`src/rtl/fetch_unit.sv`:
```
// Instruction fetch stage: owns the PC, issues word fetches over req/gnt/rvalid,
// buffers PC-tagged instructions in an in-order prefetch FIFO toward decode.
module fetch_unit #(
  parameter int unsigned FIFO_DEPTH      = 4,
  parameter int unsigned MAX_OUTSTANDING = 2,
  parameter logic [15:0] RESET_PC        = 16'h0000
) (
  input  logic        clk,
  input  logic        rst_n,
  output logic        imem_req,
  output logic [15:0] imem_addr,
  input  logic        imem_gnt,
  input  logic        imem_rvalid,
  input  logic [15:0] imem_rdata,
  output logic        inst_valid,
  output logic [15:0] inst_data,
  output logic [15:0] inst_pc,
  input  logic        inst_ready,
  input  logic        redirect,
  input  logic [15:0] redirect_pc,
  input  logic        halt,
  output logic        fetch_err
);
  localparam int unsigned XLEN = 16;
  localparam int unsigned FPW  = $clog2(FIFO_DEPTH);
  localparam int unsigned FCW  = $clog2(FIFO_DEPTH + 1);
  localparam int unsigned OCW  = $clog2(MAX_OUTSTANDING + 1);
  localparam int unsigned TPW  = (MAX_OUTSTANDING > 1) ? $clog2(MAX_OUTSTANDING) : 1;
  localparam int unsigned SUMW = ((FCW > OCW) ? FCW : OCW) + 1;

  typedef enum logic [1:0] {BOOT, FETCH, HALTED} state_t;

  state_t state, state_next;

  logic [XLEN-1:0] fetch_pc;
  logic [OCW-1:0]  outstanding;
  logic [OCW-1:0]  discard_cnt;

  logic [MAX_OUTSTANDING-1:0][XLEN-1:0] tag_q;
  logic [TPW-1:0] tag_wr, tag_rd;

  logic [FIFO_DEPTH-1:0][XLEN-1:0] fifo_pc;
  logic [FIFO_DEPTH-1:0][XLEN-1:0] fifo_data;
  logic [FPW-1:0] rd_ptr, wr_ptr;
  logic [FCW-1:0] fifo_count;

  logic [SUMW-1:0] credit_used;
  logic grant, rsp_ok, rsp_err, push, pop;

  function automatic logic [TPW-1:0] tag_inc(input logic [TPW-1:0] p);
    return (p == TPW'(MAX_OUTSTANDING - 1)) ? '0 : p + TPW'(1);
  endfunction

  // State register
  always_ff @(posedge clk or negedge rst_n) begin
    if (!rst_n) state <= BOOT;
    else        state <= state_next;
  end

  // Next state and issue decision; credits cover FIFO slots already promised to in-flight words
  always_comb begin
    state_next = state;
    imem_req   = 1'b0;
    case (state)
      BOOT:    state_next = FETCH;
      FETCH:   if (halt) state_next = HALTED;
      HALTED:  if (!halt) state_next = FETCH;
      default: state_next = BOOT;
    endcase
    imem_req = (state == FETCH) && !halt && !redirect
               && (outstanding < OCW'(MAX_OUTSTANDING))
               && (credit_used < SUMW'(FIFO_DEPTH));
  end

  assign credit_used = SUMW'(fifo_count) + SUMW'(outstanding);
  assign grant       = imem_req && imem_gnt;
  assign rsp_ok      = imem_rvalid && (outstanding != '0);
  assign rsp_err     = imem_rvalid && (outstanding == '0);
  assign push        = rsp_ok && (discard_cnt == '0) && !redirect;
  assign pop         = inst_valid && inst_ready && !redirect;

  assign imem_addr  = fetch_pc;
  assign inst_valid = (fifo_count != '0);
  assign inst_data  = fifo_data[rd_ptr];
  assign inst_pc    = fifo_pc[rd_ptr];

  // PC, in-flight accounting, tag queue and redirect bookkeeping
  always_ff @(posedge clk or negedge rst_n) begin
    if (!rst_n) begin
      fetch_pc    <= RESET_PC;
      outstanding <= '0;
      discard_cnt <= '0;
      tag_q       <= '0;
      tag_wr      <= '0;
      tag_rd      <= '0;
      fetch_err   <= 1'b0;
    end else begin
      if (rsp_err) fetch_err <= 1'b1;
      case ({grant, rsp_ok})
        2'b10:   outstanding <= outstanding + OCW'(1);
        2'b01:   outstanding <= outstanding - OCW'(1);
        default: ;
      endcase
      if (grant) begin
        tag_q[tag_wr] <= fetch_pc;
        tag_wr        <= tag_inc(tag_wr);
      end
      // Tags retire on every answered request, dropped or not, to stay aligned with memory order
      if (rsp_ok) tag_rd <= tag_inc(tag_rd);
      if (redirect) begin
        fetch_pc    <= redirect_pc;
        discard_cnt <= outstanding - OCW'(rsp_ok);
      end else begin
        if (grant) fetch_pc <= fetch_pc + XLEN'(1);
        if (rsp_ok && (discard_cnt != '0)) discard_cnt <= discard_cnt - OCW'(1);
      end
    end
  end

  // Prefetch FIFO; redirect flushes it
  always_ff @(posedge clk or negedge rst_n) begin
    if (!rst_n) begin
      fifo_pc    <= '0;
      fifo_data  <= '0;
      rd_ptr     <= '0;
      wr_ptr     <= '0;
      fifo_count <= '0;
    end else if (redirect) begin
      rd_ptr     <= '0;
      wr_ptr     <= '0;
      fifo_count <= '0;
    end else begin
      if (push) begin
        fifo_pc[wr_ptr]   <= tag_q[tag_rd];
        fifo_data[wr_ptr] <= imem_rdata;
        wr_ptr            <= wr_ptr + FPW'(1);
      end
      if (pop) rd_ptr <= rd_ptr + FPW'(1);
      case ({push, pop})
        2'b10:   fifo_count <= fifo_count + FCW'(1);
        2'b01:   fifo_count <= fifo_count - FCW'(1);
        default: ;
      endcase
    end
  end

endmodule

```
`config.mk`:
```
export PLATFORM = sky130hd
export DESIGN_NAME = fetch_unit
export DESIGN_NICKNAME = d
export VERILOG_FILES = /design/src/rtl/fetch_unit.sv
export SDC_FILE = /design/constraint.sdc
export NUM_CORES = 1
export LEC_CHECK = 0
export ABC_AREA = 0
export BUFFER_PORTS_ARGS = -buffer_cell sky130_fd_sc_hd__buf_2
export CAP_MARGIN = 20
export CORE_MARGIN = 1.5
export CORE_UTILIZATION = 55
export DETAILED_ROUTE_END_ITERATION = 10
export PLACE_DENSITY = 0.75
export SYNTH_ARGS = -nofsm -noshare
export SYNTH_HDL_FRONTEND = slang
export SYNTH_SLANG_ARGS = --single-unit
```
`constraint.sdc`:
```
create_clock -name clk -period 5.81 [get_ports clk]
set_input_delay 0.8715 -clock clk [delete_from_list [all_inputs] [get_ports clk]]
set_output_delay 0.8715 -clock clk [all_outputs]
set_load 0.1 [all_outputs]
```
After elaboration in Yosys (flattened, before gate mapping)

Cells that the tools add are included.

Register bits: 192
Latch bits: 0
Memory bits (writable): 0
Bits in read-only memories: 0
Bits of input ports: 39
Output and inout bits: 51
Word-level logic and storage cells: 108
Memories: 0

$add $sub $neg: 12
Multipliers: 0
Div/mod/pow operators: 0
Magnitude comparators: 8
Equality and inequality tests: 8
Shift operators: 0
Muxes and demuxes: 29
Bitwise logic cells: 1
Reduce and logical (&&, ||, !) cells: 30

Operators with widths:

| cell                                                | number |
|---|---|
| bitwise mux 64 bit                                  | 2 |
| 2-to-1 mux 16 bit                                   | 8 |
| binary-select mux 16 bit (select 2 bit)             | 2 |
| bitwise mux 32 bit                                  | 1 |
| demux 16 bit (select 2 bit)                         | 1 |
| adder 16 x 1 -> 16 bit, second input constant       | 1 |
| demux 16 bit (select 1 bit)                         | 1 |
| 2-to-1 mux 2 bit                                    | 8 |
| logical AND 1 bit                                   | 14 |
| nonzero test 2 bit                                  | 7 |
| adder 2 x 1 -> 2 bit, second input constant         | 3 |
| equality test 2 x 1 -> 1 bit, second input constant | 3 |
| equality test 2 bit, second input constant          | 3 |
| logical NOT 2 bit                                   | 3 |
| < comparator 2 x 3 -> 1 bit, second input constant  | 2 |
| one-hot mux 2 bit (3 select lines)                  | 1 |
| one-hot mux 3 bit (2 select lines)                  | 1 |
| nonzero test 3 bit                                  | 2 |
| adder 3 x 2 -> 4 bit                                | 1 |
| < comparator 1 x 2 -> 1 bit, second input constant  | 2 |
| < comparator 4 x 3 -> 1 bit, second input constant  | 1 |
| != test 2 bit, second input constant                | 2 |
| one-hot mux 2 bit (2 select lines)                  | 1 |
| AND reduction 2 bit                                 | 2 |
| 12 further kinds                                    | 16 |

Depth between registers and ports, before layout

Word-level depth: 8
Depth in mapped cells: 10
Depth with buffers taken out: 9

Worst setup path after synthesis

Ideal clock, no wire load.

Path type: input to output
From: in redirect
To: out imem_req
Arrival time: 4.475 ns
Slack: 0.463 ns
Cell stages on the path: 3
Buffers on the path: 1
Cell sequence: buf_6 -> or4_4 -> nor4_1

Word-level cells in the longest chain between the ends: 4

Ends and longest elaborated chain:

| item              | RTL line | source |
|---|---|---|
| start, declared   | 19       | `input logic redirect,` |
| logical NOT 1 bit | 70       | `imem_req = (state == FETCH) && !halt && !redirect` |
| logical AND 1 bit | 70       |  |
| logical AND 1 bit | 71       | `&& (outstanding < OCW'(MAX_OUTSTANDING))` |
| logical AND 1 bit | 72       | `&& (credit_used < SUMW'(FIFO_DEPTH));` |
| end, declared     | 10       | `output logic imem_req,` |

Every way passes these cells.

Worst setup path in the final report

From: reg rd_ptr[0]
To: out inst_pc[9]

Word-level cells in the longest chain between the ends: 2

Ends and longest elaborated chain:

| item                                    | RTL line | source |
|---|---|---|
| start, declared                         | 44       | `logic [FPW-1:0] rd_ptr, wr_ptr;` |
| start signal, assigned                  | 138      | `if (pop) rd_ptr <= rd_ptr + FPW'(1);` |
| binary-select mux 16 bit (select 2 bit) | 85       | `assign inst_pc = fifo_pc[rd_ptr];` |
| 2-to-1 mux 16 bit (implied by the code) | 85       |  |
| end, declared                           | 17       | `output logic [15:0] inst_pc,` |

Every way passes these cells. The select of a mux whose other input is x is not followed.

==> results_dict.tcl <==
set metrics [dict create \
    die_w_um 129 \
    p_int_mw 3.13 \
    cts_buffers 17 \
    antenna_cells 0 \
    io_buffer_count 89 \
    setup_viol 0 \
    core-area_sq_um 15400 \
    syn_nets 652 \
    fmax_mhz 284 \
    rr_worst_depth 6 \
    path_max_fanout 22 \
    area_growth_syn_to_layout_pct 14.3 \
    hold_buffers 0 \
    synth.distinct_cells 46 \
    io_pins 90 \
    maxSlewHeadroom_pct 33.7 \
    finalSetupTns_ps 0 \
    dr_wl_met3_um 802 \
    drc 0 \
    gr-total-overflow 0 \
    whs_endpoint "fetch_err" \
    avgViaCountPerCell 5.89 \
    p_leak_nw 4.77 \
    synthArstFlopShare_pct 100 \
    htree_levels 4 \
    grt_pass1_wl_um 29700 \
    min_from "fetch_err" \
    final_hold_viol_count 0 \
    dp_hpwl_um 11800 \
    post-place-ws_ps 2220 \
    place_congestion 0.867 \
    wl_um 18100 \
    endpoint_kind "output pin" \
    final_antenna_net_count 0 \
    maxCapViolations 0 \
    top_layer "met4" \
    wirelength_met1_um 7880 \
    post_cts_buffers 0 \
    power_density_nw_per_um2 550 \
    ys_warn_count 0 \
    hold_class "reg -> reg" \
    die_h_um 129 \
    fin_crit_sh_pct 60.5 \
    swShare_pct 43.1 \
    path_clk_slew_ps 70 \
    num_rows 45 \
    slew_viol_final 0 \
    drive_gt1_share_pct 49.2 \
    total_power_mw 5.50 \
    synthFlopType "dfrtp_1" \
    r2r_end "tag_q[6]" \
    clock_path_buffers 2 \
    cts.repair.resized 0 \
    grt_setup_unrepaired "no" \
    clock-root-buffer "clkbuf_16" \
    cp-start-kind "register" \
    clock_latency_ps 430 \
    antenna_found_initial 0 \
    p_comb_share_pct 41.9 \
    yosysSeqAreaShare_pct 54.9 \
    die_area_sq_um 16700 \
    num_vias 5329 \
    path_class "reg -> out" \
    fin_ws_ps 2290 \
    wl_met2_um 9100 \
    p_seq_share_pct 35.1 \
    r2r_setup_slack_ps 2840 \
    cts_tree "built" \
    worst_pin_slew_ps 986 \
    crit_arrival_ps 2650 \
    grt_util_all_layers_pct 23.3 \
    cp.required_ps 4940 \
    hold_path_depth 1 \
    worstReg2RegStart "outstanding[1]" \
    synth_edf_count 0 \
    cts.sinks 192 \
    status "finished clean" \
    start_util_pct 57.0 \
    synthCells 603 \
    power_switching_mw 2.37 \
    first_global_vias 5793 \
    num-nets-final 729 \
    dr.pass1.iters 4 \
    peakVddDrop_mv 0.362 \
    drt-initial-drc-count 232 \
    syn-cell-area_sq_um 8760 \
    power_frac_clock_pct 23.0 \
    ys_ff_latch 192 \
    wl_per_cell_um 20.0 \
    grt_max_degree 83 \
    fin_crit_ps 3520 \
    finalClockSkew_ps 11.1 \
    post_synth.cell_area_avg_sq_um 14.5 \
]
cell type report:
type	count	area (sq um)
Clock buffer	24	502
Clock inverter	8	150
Tap cell	211	264
Inverter	13	48.8
Fill cell	1082	5360
Timing Repair Buffer	97	512
Sequential cell	192	4810
Multi-Input combinational cell	359	3730
worst max path at each step:
stage | start | to | slack, ps
finish | rd_ptr[0] | inst_pc[9] | 2290
floorplan | redirect | imem_req | 460
CTS | rd_ptr[0] | inst_pc[10] | 2220
global placement | redirect | tag_q[2] | 2330
global route | rd_ptr[0] | inst_pc[10] | 2120
detailed placement | redirect | tag_q[9] | 2220
power groups by stage:
stage,clock [mW],combinational [mW],sequential [mW]
finish,1.27,2.31,1.93
global route,1.34,2.42,1.98
CTS,1.28,2.33,1.93
detailed placement,0,2.32,1.95
global placement,0,2.27,1.92
floorplan,0,1.95,1.89
Yosys cell counts (2+ instances only):
cell,count,area [sq um]
mux2i_1,3,30.0
nor2_1,12,45.0
dfrtp_1,192,4800
buf_1,11,41.3
a211o_1,4,35.0
o31ai_1,3,22.5
ha_1,9,113
nand2_1,17,63.8
xor2_1,3,26.3
or3_1,3,18.8
nand2b_1,2,12.5
a21boi_0,2,15.0
a221o_1,5,50.1
clkbuf_1,16,60.1
mux4_2,32,721
or4_1,3,22.5
and3_1,4,25.0
inv_1,12,45.0
buf_6,2,22.5
o21ai_0,14,70.1
and2_1,7,43.8
nand3_1,8,40.0
mux2_2,176,1980
a21o_1,3,22.5
nand4_1,3,18.8
buf_2,9,45.0
and4_1,2,17.5
a31oi_1,2,12.5
nor4_1,9,56.3
xnor2_1,7,61.3
nor3_1,9,45.0
o211ai_1,4,30.0
o21a_1,2,15.0
worst max-delay path, cell delays in order (launching register included):
cell,delay [ps]
dfrtp_2,870
buf_4,420
mux4_2,580
buf_2,320
flip-flops by register name (all words and copies together) (netlist names):
register	flops
fifo_data	64
fifo_pc	64
tag_q	32
imem_addr	16
fifo_count	3
discard_cnt	2
outstanding	2
rd_ptr	2
state	2
wr_ptr	2
fetch_err	1
tag_rd	1
tag_wr	1
kinds of logic after synthesis:
| logic type | Yosys count | share of synthesized area, % |
|---|---|---|
| multiplexers | 211 | 31.2 |
| flip-flops | 192 | 54.9 |
| AND/OR/NAND/NOR | 84 | 5.27 |
| buffers and inverters | 52 | 2.57 |
| AO/OA/AOI/OAI | 44 | 3.59 |
| XOR/XNOR | 10 | 1.00 |
| adder cells (fa/ha/maj) | 10 | 1.51 |
cells in the final DEF, fill, tap and decap left out, types with 3 or more instances in the layout:
master	Yosys	layout
nand4_1	3	3
xnor2_1	7	7
or3_1	3	3
nand3_1	8	8
mux4_2	32	32
a221o_1	5	5
nor4_1	9	9
a21o_1	3	3
ha_1	9	9
xor2_1	3	3
o21ai_0	14	14
buf_4	1	8
nor3_1	9	9
dfrtp_1	192	191
and2_1	7	7
clkbuf_8	0	5
mux2i_1	3	3
a211o_1	4	4
nor2_1	12	12
o31ai_1	3	3
buf_2	9	88
nand2_1	17	17
or4_1	3	3
o211ai_1	4	4
clkbuf_16	0	17
bufinv_16	0	4
and3_1	4	4
mux2_2	176	176
inv_1	12	12
layer usage:
layer	global-route usage (%)	vias to the layer above
met5	0	-
met4	8.86	0
met3	5.04	30
met2	39.1	138
met1	29.9	2780
li1	-	2381
stage by stage:
step           utilization (%)  hold slack, ps  cell area, sq um  instances
5_1_grt                   65.1             505             10000        904
3_5_place_dp              60.9             439              9360        872
4_1_cts                   65.1             454             10000        904
2_1_floorplan                -             474              8760        603
6_report                  65.1             454             10000        904
3_3_place_gp              60.9             438              9360        872
(Power assumes the default switching activity.)
